File: config.mk
export PLATFORM = sky130hd
export DESIGN_NAME = alu_serial_seq
export DESIGN_NICKNAME = d
export VERILOG_FILES = /design/src/rtl/alu_serial_seq_pkg.sv /design/src/rtl/alu_1bit.sv /design/src/rtl/alu_serial_seq.sv
export SDC_FILE = /design/constraint.sdc
export NUM_CORES = 1
export LEC_CHECK = 0
export ABC_AREA = 1
export CAP_MARGIN = 5
export CELL_PAD_IN_SITES_DETAIL_PLACEMENT = 1
export CELL_PAD_IN_SITES_GLOBAL_PLACEMENT = 1
export CORE_MARGIN = 8
export CORE_UTILIZATION = 37
export DETAILED_ROUTE_END_ITERATION = 10
export MAX_ROUTING_LAYER = met4
export PLACE_DENSITY = 0.85
export SETUP_SLACK_MARGIN = 0.4
export SYNTH_ARGS = -nofsm -noshare
export SYNTH_HDL_FRONTEND = slang
export SYNTH_SLANG_ARGS = --single-unit
File: constraint.sdc
create_clock -name clk -period 2.6 [get_ports clk]
set_clock_uncertainty 0.2 [all_clocks]
set_input_delay 0.39 -clock clk [delete_from_list [all_inputs] [get_ports clk]]
set_output_delay 0.39 -clock clk [all_outputs]
set_load 0.01 [all_outputs]
File: src/rtl/alu_serial_seq_pkg.sv
// Shared definitions for the bit-serial ALU sequencer: op codes and FSM states.
// The optional subtract path is enabled by defining ALU_SERIAL_SUB_EN.
package alu_serial_seq_pkg;

    typedef enum logic [1:0] {
        ALU_ADD = 2'b00,
        ALU_XOR = 2'b01,
        ALU_AND = 2'b10,
        ALU_OR  = 2'b11
    } aluOp_e;

    typedef enum logic [1:0] {
        ST_IDLE  = 2'b00,
        ST_SHIFT = 2'b01,
        ST_DONE  = 2'b10
    } state_e;

endpackage

File: src/rtl/alu_1bit.sv
// One-bit ALU slice: full adder for ADD, plain gates for the logic ops.
// Logic ops never produce a carry so the sequencer's carry flag reads 0 for them.
module alu_1bit
    import alu_serial_seq_pkg::*;
(
    input  logic   rs1_i,
    input  logic   rs2_i,
    input  logic   carry_i,
    input  aluOp_e alu_op_i,
    output logic   result_o,
    output logic   carry_o
);

    always_comb begin
        result_o = 1'b0;
        carry_o  = 1'b0;
        case (alu_op_i)
            ALU_ADD: begin
                result_o = rs1_i ^ rs2_i ^ carry_i;
                carry_o  = (rs1_i & rs2_i) | (carry_i & (rs1_i ^ rs2_i));
            end
            ALU_XOR: result_o = rs1_i ^ rs2_i;
            ALU_AND: result_o = rs1_i & rs2_i;
            ALU_OR:  result_o = rs1_i | rs2_i;
            default: result_o = 1'b0;
        endcase
    end

endmodule

File: src/rtl/alu_serial_seq.sv
// Bit-serial execute sequencer: streams two operands LSB-first through one alu_1bit.
// Define ALU_SERIAL_SUB_EN to turn ADD with sub=1 into a - b.
module alu_serial_seq
    import alu_serial_seq_pkg::*;
#(
    parameter int WIDTH = 16
) (
    input  logic             clk,
    input  logic             rst,
    input  logic             in_valid,
    output logic             in_ready,
    input  logic [1:0]       op,
    input  logic             sub,
    input  logic [WIDTH-1:0] a,
    input  logic [WIDTH-1:0] b,
    output logic             out_valid,
    input  logic             out_ready,
    output logic [WIDTH-1:0] result,
    output logic             carry_flag,
    output logic             zero_flag
);

    localparam int CNT_W = $clog2(WIDTH);

    state_e           state_q, state_d;
    logic [WIDTH-1:0] aSh_q, bSh_q, resSh_q;
    aluOp_e           op_q;
    logic             carry_q, nz_q;
    logic [CNT_W-1:0] cnt_q;

    logic accept, lastBit, loadSub, aluRes, aluCarry;

    assign accept  = in_valid & in_ready;
    assign lastBit = (cnt_q == CNT_W'(WIDTH - 1));

`ifdef ALU_SERIAL_SUB_EN
    assign loadSub = (aluOp_e'(op) == ALU_ADD) & sub;
`else
    logic unusedSub;
    assign unusedSub = sub;
    assign loadSub   = 1'b0;
`endif

    alu_1bit u_alu (
        .rs1_i    (aSh_q[0]),
        .rs2_i    (bSh_q[0]),
        .carry_i  (carry_q),
        .alu_op_i (op_q),
        .result_o (aluRes),
        .carry_o  (aluCarry)
    );

    always_ff @(posedge clk) begin
        if (rst) state_q <= ST_IDLE;
        else     state_q <= state_d;
    end

    always_comb begin
        state_d = state_q;
        case (state_q)
            ST_IDLE:  if (accept) state_d = ST_SHIFT;
            ST_SHIFT: if (lastBit) state_d = ST_DONE;
            ST_DONE:  if (out_ready) state_d = ST_IDLE;
            default:  state_d = ST_IDLE;
        endcase
    end

    always_comb begin
        in_ready  = (state_q == ST_IDLE);
        out_valid = (state_q == ST_DONE);
    end

    // Subtraction is a + ~b + 1: invert b on load and seed the carry with 1.
    always_ff @(posedge clk) begin
        if (rst) begin
            aSh_q   <= '0;
            bSh_q   <= '0;
            resSh_q <= '0;
            op_q    <= ALU_ADD;
            carry_q <= 1'b0;
            nz_q    <= 1'b0;
            cnt_q   <= '0;
        end else if (accept) begin
            aSh_q   <= a;
            bSh_q   <= loadSub ? ~b : b;
            op_q    <= aluOp_e'(op);
            carry_q <= loadSub;
            nz_q    <= 1'b0;
            cnt_q   <= '0;
        end else if (state_q == ST_SHIFT) begin
            resSh_q <= {aluRes, resSh_q[WIDTH-1:1]};
            aSh_q   <= aSh_q >> 1;
            bSh_q   <= bSh_q >> 1;
            carry_q <= aluCarry;
            nz_q    <= nz_q | aluRes;
            cnt_q   <= cnt_q + 1'b1;
        end
    end

    assign result     = resSh_q;
    assign carry_flag = out_valid & carry_q;
    assign zero_flag  = out_valid & ~nz_q;

endmodule

==> results of run 1 <==
-- cell usage after synthesis --
cell type	n	share of area, %
a21oi_1	38	7.8
a22oi_1	1	0.31
buf_2	6	1.2
buf_4	2	0.62
buf_6	4	1.9
clkbuf_1	6	0.93
dfxtp_1	58	48
fa_1	1	0.82
ha_1	3	1.5
inv_1	14	2.2
inv_2	1	0.15
nand2_1	105	16
nand2_4	1	0.46
nand3_1	5	1.0
nand4_1	2	0.51
nor2_1	70	11
nor2_2	1	0.26
nor2_4	2	0.93
nor3b_1	1	0.31
o21ai_0	19	3.9
xor2_1	1	0.36
-- logic make-up (layout without fill, tap and decap cells) --
| kind of cell | count (synthesis) | count (layout) | synth area share, % |
|---|---|---|---|
| xor gates and xnor gates | 1 | 1 | 0.360 |
| and+or+nand+nor | 187 | 187 | 30.5 |
| DFF | 58 | 58 | 47.8 |
| adders and majority gates | 4 | 4 | 2.37 |
| buffers and inverters | 33 | 94 | 6.95 |
| AOI/OAI and AO/OA | 58 | 58 | 12.0 |
-- repair_timing --
item,CTS,global route
hold buffers,0,0
resized for setup,3,0
setup endpoints to repair,2,0
-- cells in the final DEF, fill, tap and decap left out --
master             n
a22oi_1            1
nor2_4             2
nand2_4            1
nor2_1            70
nor2_2             1
clkbuf_1           1
inv_1             14
ha_1               3
a21oi_1           38
dfxtp_1           57
nand3_1            5
bufinv_16          2
clkinvlp_4         1
buf_4              6
dfxtp_2            1
o21ai_0           19
clkdlybuf4s50_1   55
xor2_1             1
fa_1               1
clkinv_2           2
nand4_1            2
dlygate4sd2_1      2
nand2_1          105
inv_2              1
clkbuf_8          10
nor3b_1            1
-- final timing paths --
kind	start	endpoint	cells after the start
worst max-delay path	state_q[1]	out_valid	3
worst min-delay path	nz_q	nz_q	2
worst max register to register	state_q[0]	bSh_q[2]	7
worst min register to register	nz_q	nz_q	2
-- layout make-up --
cell class,count,area [um^2],share of cell area [%]
repair buffers,63,613,18.9
clock buffers,11,141,4.35
multi-input cells,250,1100,33.9
well taps,77,96.3,2.97
flip-flops and latches,58,1160,35.8
clock inverters,5,77.6,2.39
inverters,15,56.3,1.73
-- power by group through the flow --
stage          clock network, mW  registers [mW]  logic, mW
6_report                   0.912            1.02      0.428
2_1_floorplan                  0            1.04      0.255
3_5_place_dp                   0            1.04      0.433
5_1_grt                    0.985            1.03      0.484
3_3_place_gp                   0            1.03      0.419
4_1_cts                    0.934            1.02      0.436
-- flip-flops by register name, indices dropped and copies added, names as in the netlist --
register,cells
result,16
carry_q,1
cnt_q,4
nz_q,1
bSh_q,16
op_q,2
aSh_q,16
state_q,2
-- per-layer routing --
metal	track usage, %	up-vias
li1	-	1182
met1	16.3	1076
met2	24.0	52
met3	4.34	10
met4	5.80	0
met5	-	-
-- worst register-to-register path, cell delays in order (launching register included) --
cell,delay (ns)
dfxtp_1,0.38
inv_1,0.09
nor2_4,0.43
buf_4,0.33
nand2_1,0.10
nand2_1,0.08
a21oi_1,0.04
nor2_1,0.08
==> results.cfg, run 1 <==
[clock_network]
cts_tree = done
cts_buffers = 9
cts_sinks = 58
clockRootBuffer = clkbuf_8
cts.clk_slew.worst_paths_ns = 0.07
cts_buffer_depth = 2
cts_setup_buffers = 0
insertion_delay_ns = 0.33
cts-htree-levels = 3

[sta]
fmax_mhz = 484
period_needed_ns = 2.06
rsz0062_at_grt = false
hold_viol = 0
setup_violations = 0
hold_ws_ns = 0.257
slew_violations = 0
setup_ws_ns = 0.535
worstMarginPinSlew_ns = 0.591
finalSetupTns_ns = 0
period_share_pct = 79.4
slew_headroom_pct = 60.5

[die]
die_x_um = 97.1
initial_core_util_pct = 38.3
die_h_um = 97.1
io_pins = 59
core_region_area_um2 = 6350
rows = 29
die-area_um2 = 9420

[routing]
via_count = 2320
wl_met2_um = 3230
wl_met3_um = 280
wire_per_inst_um = 13.4
routed_wl_um = 6430
routedLengthMet1_um = 2830
drt-initial-drc-count = 113
vias_per_cell = 4.84
ant_nets = 0
highest_layer = met4
first_pass_iters = 4
drc = 0

[grt]
grt_pass1_vias = 2515
grt_use_total_pct = 14.6
antenna_found_initial = 0
grt_max_degree = 36
grt_pass1_wl_um = 11300
grt_overflow = 0

[layout]
stdcell_count = 479
postLayoutCellArea_um2 = 3250
nFillCells = 830
layout-drive-gt1-share_pct = 6.72
fin_nets = 440
diodes = 0
utilization_pct = 51.2
areaGrowthSynthToFinish_pct = 33.6

[setup_path]
path_buf_inv = 2
endpoint_kind = output port
crit_chain = inv_1 -> nor2_1 -> clkdlybuf4s50_1
crit_path_start_kind = flip-flop
critPathKind = reg2out
critPathRequiredTime_ns = 2.01
rrSetupSlack_ns = 0.81
cpPeakStageDelay_ns = 0.57
crit_family = buffers and inverters
cp.arrival_ns = 1.47
path_max_fanout = 3
crit_slowest_cell = clkdlybuf4s50_1

[pwr]
cellPowerDensity_nw_per_um2 = 726
p_switching_uw = 633
power_frac_comb_pct = 18.2
power.internal_mw = 1.72
clockPowerShare_pct = 38.7
peakVddDrop_v = 0.000412
total_power_mw = 2.36
switching_share_pct = 26.9
power_frac_seq_pct = 43.1
leakage_nw = 1.40

[placement]
gp_congestion = 0.758
pre_cts_slack_ns = 0.466
dp_hpwl_um = 4490
place_area_um2 = 3030
placed_cells = 463
numPortBuffers = 57

[min_path]
worst_hold_path_type = reg2reg

[logic_synthesis]
synth-seq-area-share_pct = 47.8
synth_area_per_cell_um2 = 7.13
synth_area_um2 = 2430
syn_nets = 384
yosys_warnings = 0
synth-seq-cells = 58
yosysUniqueCellTypes = 21
synthCells = 341

[run]
drv_cap = 0

[run_status]
status = complete, no violations
Note: power is estimated with default switching activity, not from simulation.
==> run 2: changes to the inputs <==
Settings changed: CORE_UTILIZATION 37 to 34, PLACE_DENSITY 0.85 to 0.79.
Clock period 2.6 ns to 2 ns, I/O delays scaled along.
==> run 2 against run 1 <==
  * Wire length about the same
  * Combinational power increased by 38%
  * Design area increased by 5.6%
  * Worst hold slack improved by 0.0072 ns
  * Die area is 7.3% higher
  * Setup slack worse by 0.14 ns
  * Total power increased by 38%
  * Flip-flop and latch count stayed put
  * Clock power is 48% higher
  * First-iteration DRC count fell by 35%
  * Non-clock buffer count grew 9
  * Global-route usage down 1.0 points
  * Critical path type unchanged
  * Critical endpoint is now zero_flag
  * Highest routed layer unchanged
==> results.cfg, run 2 (synthesis results as in run 1) <==
[run_status]
status = complete, no violations

[clock_network]
cts_sinks = 58
insertion_delay_ns = 0.33
clockRootBuffer = clkbuf_8
cts_buffers = 9
cts_hold_buffers = 0
cts-htree-levels = 3
cts_buffer_depth = 2
cts_tree = done
cts.clk_slew.worst_paths_ns = 0.06

[sta]
slew_headroom_pct = 73.8
hold_ws_ns = 0.264
finalSetupTns_ns = 0
worstMarginPinSlew_ns = 0.393
setup_violations = 0
setup_ws_ns = 0.392
hold_viol = 0
period_needed_ns = 1.61
period_share_pct = 80.4
rsz0062_at_grt = true
fmax_mhz = 622
slew_violations = 0

[pwr]
leakage_nw = 1.53
cellPowerDensity_nw_per_um2 = 951
peakVddDrop_v = 0.000319

[setup_path]
worstReg2RegStart = carry_q
r2r-end = result[15]
endpoint_kind = output port
cpPeakStageDelay_ns = 0.38
critPathRequiredTime_ns = 1.50
crit_slowest_cell = dfxtp_4
crit_path_start_kind = flip-flop
startpoint = state_q[1]
rrSetupSlack_ns = 0.44
crit_chain = inv_4 -> nor2_4 -> inv_2 -> nor2_2 -> buf_2
critPathKind = reg2out
endpoint = zero_flag
path_max_fanout = 3
cp.arrival_ns = 1.11
worstRegToRegCells = 7

[routing]
routed_wl_um = 6440
vias_per_cell = 4.61
ant_nets = 0
first_pass_iters = 4
via_count = 2352
wire_per_inst_um = 12.6
drc = 0
drt-initial-drc-count = 73

[placement]
pre_cts_slack_ns = 0.0676
gp_congestion = 0.733
numPortBuffers = 57
dp_hpwl_um = 4540

[layout]
regArea_um2 = 1170
layout_common_cells = nand2_1 (104), nor2_1 (67), dfxtp_1 (53)
nFillCells = 905
diodes = 0
multi_input_area_um2 = 1130
utilization_pct = 48.3
areaGrowthSynthToFinish_pct = 41.1
fin_nets = 449
final_common_cell = nand2_1
layout-drive-gt1-share_pct = 13.4

[die]
die-area_um2 = 10100
die_x_um = 101
initial_core_util_pct = 34.2
die_h_um = 101
rows = 31
io_pins = 59
core_region_area_um2 = 7100

[grt]
grt_use_total_pct = 13.6
grt.met2_usage_pct = 22.4
grt_max_degree = 36
top_usage_layer = met2
grt_pass1_wl_um = 10700
grt_pass1_vias = 2438
use_met3_pct = 3.66
grt_overflow = 0
antenna_found_initial = 0
use_met1_pct = 15.0

[min_path]
worst_hold_path_type = reg2reg
hold_path_depth = 2

[run]
drv_cap = 0
run 2: where the power goes:
group          internal (mW)  total, mW  switching [mW]
logic                  0.266      0.590           0.323
clock network          0.891       1.35           0.458
registers               1.26       1.32          0.0658
total                   2.42       3.26           0.847
run 2: layout make-up:
cell class,count,area share [%]
Sequential cell,58,34.2
Multi-Input combinational cell,250,33.1
Timing Repair Buffer,72,19.8
Clock buffer,11,4.41
Tap cell,99,3.61
Clock inverter,5,2.92
Inverter,15,1.97
run 2: per-stage QoR:
stage	cells	power [mW]	cell area, um^2
after floorplan	341	1.68	2430
after global placement	488	1.91	3090
after detailed placement	488	1.93	3090
after CTS	505	3.28	3340
after global routing	510	3.44	3430
final	510	3.26	3430
run 2: timing repair:
item	4_1_cts	5_1_grt
cloned	0	0
hold endpoints to repair	0	0
setup endpoints to repair	52	28
setup buffers	1	5
gates resized for setup	44	17
pin swaps	3	4
run 2: worst min path at each step:
stage,startpoint,to
after floorplan,nz_q,nz_q
after global placement,nz_q,nz_q
after detailed placement,nz_q,nz_q
after CTS,aSh_q[15],aSh_q[15]
after global routing,nz_q,nz_q
final,aSh_q[15],aSh_q[15]
run 2: metal layers:
metal	routed length, um	vias to the layer above
met5	0	-
met4	110	0
met3	302	12
met2	3100	46
met1	2920	1098
li1	-	1196
run 2: critical path: cells and delay by family (launching register included):
kind          cells  cell delay, ns
buf+inv           3            0.23
simple gates      2            0.16
flops             1            0.38
==> run 3: changes to the inputs <==
Clock period 2 ns to 1.7 ns, I/O delays scaled along.
==> run 3 against run 2 <==
  * Wire length increased by 53%
  * Largest cell class is now multi-input gates
  * Critical path type is now reg2reg
  * First-iteration DRC count up 42%
  * Clock-buffer cell count is the same
  * Flip-flop and latch count is the same
  * Via count grew 12%
  * Highest routed layer unchanged
  * Largest power group is now sequential cells
==> results.cfg, run 3 (synthesis results as in run 1) <==
[setup_path]
cp.arrival_ns = 1.69
crit_path_start_kind = flip-flop
critPathRequiredTime_ns = 1.73
critPathKind = reg2reg
endpoint_kind = flip-flop
path_max_fanout = 6

[die]
io_pins = 59
die-area_um2 = 10100
core_region_area_um2 = 7100
die_h_um = 101
die_x_um = 101
initial_core_util_pct = 34.2
rows = 31

[routing]
first_pass_iters = 4
drt-initial-drc-count = 104
ant_nets = 0
drc = 0
routed_wl_um = 9840
vias_per_cell = 4.90
wire_per_inst_um = 18.3
via_count = 2635

[pwr]
cellPowerDensity_nw_per_um2 = 986
total_power_mw = 4.19
peakVddDrop_v = 0.000493
leakage_nw = 1.83

[sta]
rsz0062_at_grt = true
slew_violations = 0
period_needed_ns = 1.66
slew_headroom_pct = 79.0
worstMarginPinSlew_ns = 0.315
fmax_mhz = 603
finalSetupTns_ns = 0
hold_viol = 0
period_share_pct = 97.6
setup_ws_ns = 0.0414
setup_violations = 0

[layout]
layout-drive-gt1-share_pct = 44.0
regArea_um2 = 1210
areaGrowthSynthToFinish_pct = 74.9
layout_common_cells = nand2_1 (80), nor2_1 (48), dfxtp_1 (37), clkdlybuf4s50_1 (37), a21oi_2 (31)
postLayoutCellArea_um2 = 4250
multi_input_area_um2 = 1500
diodes = 0
fin_nets = 479
final_common_cell = nand2_1
nFillCells = 825
utilization_pct = 59.9

[min_path]
worst_hold_path_type = reg2reg

[grt]
grt_use_total_pct = 18.7
grt_pass1_wl_um = 14200
grt_pass1_vias = 2892
grt_overflow = 0
antenna_found_initial = 0
grt_max_degree = 26

[clock_network]
cts_buffer_depth = 2
cts_sinks = 58
clockRootBuffer = clkbuf_8
cts.clk_slew.worst_paths_ns = 0.07
cts_tree = done
cts-htree-levels = 3
insertion_delay_ns = 0.35
cts_buffers = 9
cts_hold_buffers = 0

[placement]
pre_cts_slack_ns = -0.0362
gp_congestion = 0.716
dp_hpwl_um = 4870
numPortBuffers = 57
place_area_um2 = 3310

[run_status]
status = complete, no violations

[run]
drv_cap = 0
-- run 3: changes by cell type in the layout (fill, tap and decap cells not counted), sizes merged --
cell	delta
inv	+1
buf	+45
clkbuf	+1
bufinv	-2
dlygate4sd2	-16
clkinvlp	-1
-- run 3: power breakdown --
part	total (mW)	switching, mW	internal [mW]
Combinational	1.27	0.617	0.654
Sequential	1.61	0.118	1.49
Clock	1.32	0.581	0.736
Total	4.19	1.32	2.88
-- run 3: critical path, cell delays in order (launching register included) --
cell and delay [ns]:
dfxtp_4 0.36, buf_6 0.13, nor2_4 0.14, nand2_4 0.10, inv_8 0.09, nor2_4 0.07
buf_12 0.13, buf_16 0.13, a21oi_4 0.13, nor2_1 0.05
-- run 3: what timing repair did --
item                                   in CTS  in global routing
gates cloned                                5                  1
buffers inserted                           15                  6
pin swaps                                  20                 28
gates resized for setup                   169                 70
endpoints found under the hold margin       0                  0
setup endpoints to repair                  78                 75
-- run 3: final cells by class --
class | instances | share of cell area [%]
multi-input cells | 250 | 35.3
flip-flops and latches | 58 | 28.4
repair buffers | 102 | 27.3
clock buffers | 11 | 3.56
well taps | 99 | 2.91
inverters | 15 | 1.62
clock inverters | 3 | 0.941
-- run 3: layer usage --
metal	GRT usage, %	vias to the layer above	share of wire [%]
li1	-	1266	-
met1	19.5	1276	40
met2	33.3	69	53
met3	4.21	24	3.5
met4	7.79	0	3.1
met5	-	-	0
-- run 3: metrics by stage --
step	hold WS, ns	instances
floorplan	0.202	341
global placement	0.244	497
detailed placement	0.260	497
CTS	0.269	531
global route	0.310	538
finish	0.274	538
-- run 3: path summary, 6_finish.rpt --
check	to	slack, ns	startpoint	cells past startpoint
hold reg to reg	result[0]	0.27	result[0]	2
setup / recovery	bSh_q[13]	0.04	state_q[1]	9
hold / removal	result[0]	0.27	result[0]	2
setup reg to reg	bSh_q[13]	0.04	state_q[1]	9
==> patch 1 (settings of run 2) <==
The 3 states of `state_e` get a one-hot encoding in 3 bits.
--- a/src/rtl/alu_serial_seq_pkg.sv
+++ b/src/rtl/alu_serial_seq_pkg.sv
@@ -11,6 +11,6 @@
 
-    typedef enum logic [1:0] {
-        ST_IDLE  = 2'b00,
-        ST_SHIFT = 2'b01,
-        ST_DONE  = 2'b10
+    typedef enum logic [2:0] {
+        ST_IDLE  = 3'b001,
+        ST_SHIFT = 3'b010,
+        ST_DONE  = 3'b100
     } state_e;
Function: no difference found for any inputs over 10 cycles, from zero or initial values and one cycle with rst high; not proved beyond that.
==> patch 1 against run 2 <==
  * Final area up 5.0%
  * Area after synthesis increased by 7.2%
  * Total power decreased by 10%
  * Sequential share of layout area is 1.0 points lower
  * Clock power shrank 32%
  * Global-route usage is 0.20 points higher
  * Via count is 6.7% higher
  * Sequential cell count is 1 higher
  * Combinational power increased by 14%
  * Largest cell class unchanged
  * Largest power group is now sequential cells
  * Wire length grew 19%
  * Worst setup slack lost 0.024 ns
  * Critical path depth grew 2
==> patch 1: results <==
group,metric,value,unit
worst_setup_path,reg2reg_from,"state_q[0]$_SDFFE_PP1P_",
synth,yosysWarnings,0,
grt,grt_usage,13.8,%
worst_hold_path,hold-path-endpoint,"state_q[0]$_SDFFE_PP1P_",
worst_setup_path,crit_arrival,1.67,ns
worst_hold_path,whs_path_depth,3,
synth,syn-num-nets,393,
cts,clock_latency,0.33,ns
cts,postCtsSetupBuffers,3,
power,p_leak,1.36,nW
cts,cts_root_buf,"clkbuf_8",
synth,synth_top_cells_by_count,"a21oi_1 (84), dfxtp_1 (59), nand2_1 (43)",
placement,dp.cells,491,
worst_hold_path,hp-start,"rst",
route,dr.pass1.iters,4,
worst_setup_path,timing.reg2reg.setup_slack,0.37,ns
cts,cts_made_buffers,9,
grt,grt_max_degree,48,
worst_hold_path,hp-class,"input pin to flip-flop",
sta,holdWs,0.149,ns
placement,place_congestion,0.735,
route,drt_wl_total,7.63,mm
worst_setup_path,worstRegToRegCells,7,
run_status,status,"completed",
cells_and_area,fin_cells,517,
route,dr.first_iter.drc_count,78,
grt,grt_antenna_before_repair,0,
cells_and_area,num-fill-cells,931,
synth,synth_area_leaders,"dfxtp_1 (45%), a21oi_1 (16%), nand3_1 (7.5%), nand2_1 (6.2%), inv_1 (5.9%)",
grt,grt_pass1_wl,12.0,mm
synth,syn_area_per_cell,7.45,µm²
cts,ctsResizeCount,48,
route,via_per_inst,4.85,
placement,dp_hpwl,4.60,mm
worst_setup_path,cp_max_fo,23,
placement,placed_area,3220,µm²
synth,synth_cell_types,25,
cells_and_area,diodes,0,
placement,port_buffers,57,
power,ir_drop,374,µV
synth,synth_seq_area_share,45.3,%
cells_and_area,fin_nets,457,
cells_and_area,drive_gt1_share,14.5,%
cts,clockBufferDepth,2,
synth,async_flop_share,0,%
placement,preCtsSetupSlack,0.153,ns
worst_setup_path,timing.rr.end,"aSh_q[11]$_SDFFE_PP0P_",
grt,grt_pass1_vias,2507,
sta,slew_headroom,63.6,%
## patch 1: layer usage
metal / GRT usage [%] / wire length [µm]
met5: - / 0
met2: 22.6 / 3700
met1: 15.9 / 3540
met4: 6.30 / 148
met3: 2.91 / 246
## patch 1: critical path, cell delays in order, from the launching register on
cell and delay [ns]:
dfxtp_4 0.37, inv_4 0.04, buf_4 0.14, nand3_4 0.11, buf_4 0.16, clkbuf_16 0.19
nand3_1 0.11, a21oi_1 0.22
## patch 1: worst max path at each step
stage	start	endpoint	slack [ns]	cells after the start
finish	state_q[0]$_SDFFE_PP1P_	aSh_q[11]$_SDFFE_PP0P_	0.37	7
global placement	state_q[0]$_SDFFE_PP1P_	carry_flag	0.20	4
CTS	state_q[0]$_SDFFE_PP1P_	zero_flag	0.27	4
global route	aSh_q[0]$_SDFFE_PP0P_	nz_q$_SDFFE_PP0P_	0.27	6
floorplan	carry_q$_SDFFE_PP0P_	result[15]$_SDFFE_PP0P_	0.53	6
detailed placement	state_q[0]$_SDFFE_PP1P_	zero_flag	0.15	4
## patch 1: kinds of logic (layout without fill, tap and decap cells)
group / after synthesis / count (layout) / share of synthesized area [%]
flops: 59 / 59 / 45.3
buf+inv: 68 / 132 / 11.8
xor+xnor: 1 / 1 / 0.336
simple gates: 126 / 127 / 22.6
fa+ha+maj: 4 / 4 / 2.21
compound gates: 92 / 92 / 17.8
## patch 1: area by class of cell
cell class | instances | area, µm² | area share, %
clock buffers | 12 | 155 | 4.31
inverters | 46 | 190 | 5.28
repair buffers | 74 | 764 | 21.2
multi-input cells | 224 | 1170 | 32.5
well taps | 102 | 128 | 3.54
flip-flops and latches | 59 | 1190 | 33.2
## patch 1: power by group
part           internal [W]  total, W  switching (W)
sequential          0.00128   0.00134      0.0000647
clock              0.000490  0.000918       0.000427
combinational      0.000296  0.000675       0.000379
==> patch 2 (flow settings as in run 2) <==
Made on the original files. Build with the macro `ALU_SERIAL_SUB_EN` defined.
--- a/src/rtl/alu_serial_seq.sv
+++ b/src/rtl/alu_serial_seq.sv
@@ -2,2 +2,4 @@
 // Define ALU_SERIAL_SUB_EN to turn ADD with sub=1 into a - b.
+`define ALU_SERIAL_SUB_EN
+
 module alu_serial_seq
Function: changed (Yosys sat finds a counterexample within 4 cycles, from zero or initial values and one cycle with rst high).
==> patch 2 against run 2 <==
  * Worst setup slack improved by 0.013 ns
  * Area after synthesis up 6.6%
  * Wire length is 14% higher
  * Total power shrank 7.6%
  * Sequential cell count stayed put
  * Clock power down 19%
  * Final area increased by 2.4%
  * Worst hold slack gained 0.0010 ns
  * Critical endpoint unchanged
  * Highest routed layer unchanged
==> patch 2: results <==
group,metric,value,unit
run_status,status,"completed",
power,pwr.group.clock,0.00109,W
route,met2_length,3.60,mm
synth,synthXorXnorAreaFrac,0.338,%
cells_and_area,fin_nets,475,
cells_and_area,drive_gt1_share,12.8,%
worst_setup_path,timing.reg2reg.setup_slack,0.41,ns
cells_and_area,multiInputCombCellCount,254,
route,dr.first_iter.drc_count,92,
power,power.share.clock,36.0,%
placement,port_buffers,58,
power,p_leak,1.48,nW
synth,synth_top_cells_by_count,"nand2_1 (93), dfxtp_1 (58), o21ai_0 (47)",
grt,use_met2,26.0,%
placement,dp_hpwl,5.11,mm
grt,grt_max_degree,35,
synth,synth-compound-area-share,18.3,%
power,ir_drop,434,µV
cells_and_area,area_growth,35.5,%
cells_and_area,inv_count,35,
die,die_area,10700,µm²
route,wl_met3,197,µm
power,netSwitchingFraction,28.2,%
synth,syn-num-nets,411,
synth,synth_seq_area_share,44.8,%
grt,grtUsageMet3,4.28,%
placement,preCtsSetupSlack,0.143,ns
route,vias,2574,
cells_and_area,regArea,1170,µm²
worst_setup_path,reg2reg_from,"carry_q$_SDFFE_PP0P_",
synth,synthAdderAreaFrac,2.22,%
cells_and_area,n_all_buffers,74,
## patch 2: changes by cell type in the layout (fill, tap and decap cells not counted), moves of 3 or more
cell	delta
nand2_1	-12
a21oi_1	-13
buf_4	+5
a31oi_1	+15
nor2_4	-4
nand3_1	+15
nor2_1	-29
buf_6	-4
o21ai_0	+28
nand2_2	+3
inv_1	+19
## patch 2: worst min path at each step
stage                           start                endpoint  slack [ns]
2_1_floorplan                     rst   aSh_q[0]$_SDFFE_PP0P_        0.17
3_3_place_gp   bSh_q[15]$_SDFFE_PP0P_  bSh_q[15]$_SDFFE_PP0P_        0.26
3_5_place_dp        nz_q$_SDFFE_PP0N_       nz_q$_SDFFE_PP0N_        0.25
4_1_cts             nz_q$_SDFFE_PP0N_       nz_q$_SDFFE_PP0N_        0.26
5_1_grt             nz_q$_SDFFE_PP0N_       nz_q$_SDFFE_PP0N_        0.30
6_report       aSh_q[15]$_SDFFE_PP0P_  aSh_q[15]$_SDFFE_PP0P_        0.27
